File: src/rtl/serial_add_ctrl_if.sv
// Handshake and result bundle between a requester and the bit-serial adder.
// The requester drives start/operands; the adder returns status and the registered result.
interface serial_add_ctrl_if #(
  parameter int WIDTH = 8
);
  logic             start;
  logic [WIDTH-1:0] a;
  logic [WIDTH-1:0] b;
  logic             ci;
  logic             busy;
  logic             done;
  logic [WIDTH-1:0] q;
  logic             co;

  modport master (
    output start, a, b, ci,
    input  busy, done, q, co
  );

  modport slave (
    input  start, a, b, ci,
    output busy, done, q, co
  );
endinterface

File: src/rtl/serial_add_ctrl.sv
// Bit-serial adder: one full-adder slice walks the operands LSB first, WIDTH cycles per add.
// start is only looked at in IDLE/DONE; requests arriving while busy are dropped, not queued.
module serial_add_ctrl #(
  parameter int WIDTH = 8
) (
  input  logic           clk,
  input  logic           rst_n,
  serial_add_ctrl_if.slave bus
);
  localparam int CW = (WIDTH > 1) ? $clog2(WIDTH) : 1;
  localparam logic [CW-1:0] CNT_LAST = CW'(WIDTH - 1);

  typedef enum logic [1:0] {
    IDLE = 2'd0,
    RUN  = 2'd1,
    DONE = 2'd2
  } state_t;

  state_t           state;
  state_t           state_nxt;
  logic             accept;
  logic             last;

  logic [WIDTH-1:0] a_sr;
  logic [WIDTH-1:0] b_sr;
  logic [WIDTH-1:0] res_sr;
  logic [WIDTH-1:0] q_r;
  logic             carry;
  logic             co_r;
  logic [CW-1:0]    cnt;

  logic             bit_a;
  logic             bit_b;
  logic             sum_bit;
  logic             carry_nxt;
  logic [WIDTH-1:0] res_nxt;

  // Shared slice: operands are addressed by the counter rather than shifted.
  assign bit_a     = a_sr[cnt];
  assign bit_b     = b_sr[cnt];
  assign sum_bit   = bit_a ^ bit_b ^ carry;
  assign carry_nxt = (bit_a & bit_b) ^ ((bit_a ^ bit_b) & carry);
  assign res_nxt   = {sum_bit, res_sr[WIDTH-1:1]};
  assign last      = (state == RUN) && (cnt == CNT_LAST);

  always_ff @(posedge clk) begin
    if (!rst_n) begin
      state <= IDLE;
    end else begin
      state <= state_nxt;
    end
  end

  always_comb begin
    state_nxt = state;
    accept    = 1'b0;
    case (state)
      IDLE: begin
        if (bus.start) begin
          state_nxt = RUN;
          accept    = 1'b1;
        end
      end
      RUN: begin
        if (last) begin
          state_nxt = DONE;
        end
      end
      DONE: begin
        if (bus.start) begin
          state_nxt = RUN;
          accept    = 1'b1;
        end else begin
          state_nxt = IDLE;
        end
      end
      default: state_nxt = IDLE;
    endcase
  end

  // q/co only move on the final slice edge, so a new add in flight leaves the old result visible.
  always_ff @(posedge clk) begin
    if (!rst_n) begin
      a_sr   <= '0;
      b_sr   <= '0;
      res_sr <= '0;
      q_r    <= '0;
      carry  <= 1'b0;
      co_r   <= 1'b0;
      cnt    <= '0;
    end else if (accept) begin
      a_sr  <= bus.a;
      b_sr  <= bus.b;
      carry <= bus.ci;
      cnt   <= '0;
    end else if (state == RUN) begin
      res_sr <= res_nxt;
      carry  <= carry_nxt;
      if (last) begin
        q_r  <= res_nxt;
        co_r <= carry_nxt;
      end else begin
        cnt <= cnt + CW'(1);
      end
    end
  end

  assign bus.busy = (state == RUN);
  assign bus.done = (state == DONE);
  assign bus.q    = q_r;
  assign bus.co   = co_r;
endmodule
File: src/flat_wrapper.sv
// flat-port wrapper written by rule: the top's interface ports become plain ports
module serial_add_ctrl_flat 
#(
  parameter int WIDTH = 8
)
  (clk, rst_n, bus_start, bus_a, bus_b, bus_ci, bus_busy, bus_done, bus_q, bus_co);
  serial_add_ctrl_if #(.WIDTH(WIDTH)) bus_i ();
  input  logic clk;
  input  logic rst_n;
  input wire logic [$bits(bus_i.start)-1:0] bus_start;
  input wire logic [$bits(bus_i.a)-1:0] bus_a;
  input wire logic [$bits(bus_i.b)-1:0] bus_b;
  input wire logic [$bits(bus_i.ci)-1:0] bus_ci;
  output wire logic [$bits(bus_i.busy)-1:0] bus_busy;
  output wire logic [$bits(bus_i.done)-1:0] bus_done;
  output wire logic [$bits(bus_i.q)-1:0] bus_q;
  output wire logic [$bits(bus_i.co)-1:0] bus_co;
  assign bus_i.start = bus_start;
  assign bus_i.a = bus_a;
  assign bus_i.b = bus_b;
  assign bus_i.ci = bus_ci;
  assign bus_busy = bus_i.busy;
  assign bus_done = bus_i.done;
  assign bus_q = bus_i.q;
  assign bus_co = bus_i.co;
  serial_add_ctrl #(.WIDTH(WIDTH)) u_core (.clk(clk), .rst_n(rst_n), .bus(bus_i));
endmodule
File: config.mk
export PLATFORM = sky130hd
export DESIGN_NAME = serial_add_ctrl_flat
export DESIGN_NICKNAME = d
export VERILOG_FILES = /design/src/rtl/serial_add_ctrl_if.sv /design/src/rtl/serial_add_ctrl.sv /design/src/flat_wrapper.sv
export SDC_FILE = /design/constraint.sdc
export NUM_CORES = 1
export LEC_CHECK = 0
export CORE_AREA = 5 5 70 72
export CTS_CLUSTER_DIAMETER = 40
export CTS_CLUSTER_SIZE = 14
export DETAILED_ROUTE_END_ITERATION = 8
export DIE_AREA = 0 0 75 77
export GPL_TIMING_DRIVEN = 0
export SYNTH_ARGS = -nofsm -noshare
export SYNTH_HDL_FRONTEND = slang
export SYNTH_SLANG_ARGS = --single-unit
File: constraint.sdc
create_clock -name clk -period 1.9 [get_ports clk]
set_input_delay 0.285 -clock clk [delete_from_list [all_inputs] [get_ports clk]]
set_output_delay 0.285 -clock clk [all_outputs]
set_load 0.02 [all_outputs]
==> flow_metrics.py <==
metrics = {
    "sta": {
        "max-slew-margin-rel_pct": 66.6,
        "finalCriticalPeriod_ns": 2.05,
        "fmax_ghz": 0.487,
        "final.setup.worst_slack_ns": -0.155,
        "setup-violations-final": 4,
        "hold_viol": 0,
        "rsz0062_at_grt": "true",
        "period_share_pct": 108,
        "tightest_slew_ns": 0.500,
        "skew_ns": 0.00294,
        "slew_violations": 0,
        "timing.hold.ws_ns": 0.462,
    },
    "run_status": {
        "status": "finished, violations left",
        "violations": "negative setup slack",
    },
    "routing": {
        "drc": 0,
        "first_iter_violations": 71,
        "dr.pass1.iters": 4,
        "viasPerCell": 4.84,
        "antenna_left": 0,
        "via_count": 1296,
        "wl_per_cell_um": 12.7,
        "wirelength_um": 3400,
    },
    "floorplanning": {
        "boundaryPins": 31,
        "die_y_um": 77,
        "initial_utilization_pct": 37.8,
        "rows": 24,
        "die_w_um": 75,
        "die_area_um2": 5780,
        "fp.coreArea_um2": 4230,
    },
    "place": {
        "gp_congestion": 0.734,
        "dp_hpwl_um": 2630,
        "io_buffers": 30,
        "place_inst": 258,
    },
    "worst_hold_path": {
        "hold_class": "reg2reg",
    },
    "setup_path": {
        "arrival_ns": 2.28,
        "cp_cell_sequence": "buf_6 -> mux4_2 -> mux2_4 -> fa_1 -> nand3_1 -> a21boi_1",
        "end_kind": "flip-flop",
        "worstPathMaxFanout": 5,
        "cpPeakStageDelay_ns": 0.54,
        "worstSetupStartpointType": "flip-flop",
        "cp_top_family": "multiplexers",
        "path_class": "reg2reg",
        "worstPathRequired_ns": 2.12,
        "cp_slowest_cell": "fa_1",
        "crit_buf_inv": 1,
    },
    "synth": {
        "syn_avg_cell_area_um2": 9.09,
        "syn_nets": 199,
        "yosysWarningCount": 0,
        "synthesis.instances": 176,
        "synth_edf_count": 0,
        "yosysSeqAreaShare_pct": 47.5,
        "synthArstFlopShare_pct": 0,
        "synth_top_area_share_pct": 47.5,
        "synth_most_common_cell": "nand2_1",
        "synth_top_cells_by_count": "nand2_1 (60), dfxtp_1 (38), a21boi_0 (32)",
        "synthesis.area_um2": 1600,
        "ys.flop_type": "dfxtp_1",
        "synth_cell_type_count": 23,
        "yosysTopAreaCell": "dfxtp_1",
        "synth_area_leaders": "dfxtp_1 (48%), a21boi_0 (15%), nand2_1 (14%)",
        "yosys_register_bits": 38,
    },
    "finish": {
        "multi_input_area_um2": 777,
        "final_cells": 268,
        "final-seq-area_um2": 762,
        "final_nets": 238,
        "fillerInstances": 390,
        "area_growth_pct": 29.1,
        "antenna_cells": 0,
        "drive_gt1_share_pct": 11.6,
    },
    "cts": {
        "clock-sinks": 38,
        "clk-insertion-delay-late_ns": 0.29,
        "clkSlewWorstSetupHoldPaths_ns": 0.07,
        "cts_root_buffer": "clkbuf_8",
        "htreeDepth": 2,
        "tritoncts": "built",
        "cts_hold_buf": 0,
        "cts_max_path_buffers": 2,
        "cts_made_buffers": 5,
    },
    "global_route": {
        "grt-ovfl-total": 0,
        "grt_max_degree": 12,
        "antenna_found_initial": 0,
        "track_usage_pct": 13.2,
        "grt_pass1_wl_um": 5840,
        "grt_pass1_vias": 1295,
    },
    "power": {
        "total_power_w": 0.00159,
        "ir_drop_v": 0.000394,
        "leakage_nw": 0.741,
        "p_per_area_nw_per_um2": 770,
    },
    "flow_run": {
        "max_cap_violations": 0,
    },
}
timing repair:
action,in CTS,in global routing
gates resized for setup,2,4
endpoints found under the setup margin,5,5
buffers inserted,1,1
pin swaps,2,0
cell type report:
cell class | instances | area share, %
multi-input combinational | 126 | 37.6
sequential | 38 | 36.9
timing repair buffer | 32 | 15.0
clock buffer | 7 | 4.18
tap | 52 | 3.15
buffer | 11 | 2.67
clock inverter | 1 | 0.242
inverter | 1 | 0.242
path summary, 6_finish.rpt:
check / cells after the start / from / slack [ns] / endpoint
hold reg to reg: 2 / u_core.bus.q[7]$_SDFFE_PN0P_ / 0.46 / u_core.bus.q[7]$_SDFFE_PN0P_
setup / recovery: 6 / u_core.cnt[0]$_SDFFE_PP0P_ / -0.15 / u_core.bus.q[7]$_SDFFE_PN0P_
hold / removal: 2 / u_core.bus.q[7]$_SDFFE_PN0P_ / 0.46 / u_core.bus.q[7]$_SDFFE_PN0P_
setup reg to reg: 6 / u_core.cnt[0]$_SDFFE_PP0P_ / -0.15 / u_core.bus.q[7]$_SDFFE_PN0P_
layer usage:
metal  track usage [%]  routed length [um]  up-vias
li1                  -                   -      668
met1              16.2                1440      595
met2              20.9                1690       28
met3              4.58                 211        5
met4              4.80                  58        0
met5                 0                   0        -
metrics by stage:
step / TNS (ns) / instance area (um2) / setup slack, ns / utilization [%]
floorplan: -0.114 / 1590 / -0.0672 / -
global placement: -0.412 / 1960 / -0.173 / 46.3
detailed placement: -0.522 / 1960 / -0.196 / 46.3
CTS: -0.478 / 2060 / -0.178 / 48.6
global route: -0.777 / 2070 / -0.275 / 48.8
finish: -0.369 / 2070 / -0.155 / 48.8
kinds of logic after synthesis:
family	Yosys count	synth area share, %
flops	38	47.5
compound gates	39	17.4
fa+ha+maj	3	2.81
mux	6	7.97
xor+xnor	1	0.547
simple gates	77	20.0
buf+inv	12	3.67
placed cells by master (no fill, tap or decap), types with 2 or more instances in the layout:
| master | count |
|---|---|
| dfxtp_1 | 37 |
| mux4_2 | 4 |
| nor2b_1 | 2 |
| clkbuf_8 | 6 |
| a21boi_0 | 30 |
| clkinv_2 | 2 |
| clkbuf_1 | 6 |
| mux2_4 | 2 |
| clkdlybuf4s50_1 | 29 |
| a21oi_1 | 2 |
| nand2b_1 | 2 |
| o21ai_0 | 3 |
| nand3_1 | 9 |
| nand2_1 | 60 |
| buf_2 | 5 |
| buf_4 | 2 |
| ha_1 | 2 |
where the power goes:
part / leakage (nW) / switching, W / internal [W] / total (W)
Sequential: 0.310 / 0.0000193 / 0.000825 / 0.000845
Combinational: 0.383 / 0.0000842 / 0.0000978 / 0.000182
Clock: 0.0482 / 0.000271 / 0.000292 / 0.000564
sequential cells by signal, indices dropped and copies added, names as in the netlist:
| signal | count |
|---|---|
| u_core.b_sr | 8 |
| u_core.res_sr | 7 |
| u_core.state | 2 |
| u_core.bus.co | 1 |
| u_core.a_sr | 8 |
| u_core.cnt | 3 |
| u_core.carry | 1 |
| u_core.bus.q | 8 |
worst register-to-register path, stage by stage, from the launching register on:
cell and delay, ns:
dfxtp_2 0.34, buf_6 0.13, mux4_2 0.49, mux2_4 0.28, fa_1 0.54, nand3_1 0.08, a21boi_1 0.13
Power figures use the tool's default switching activity.
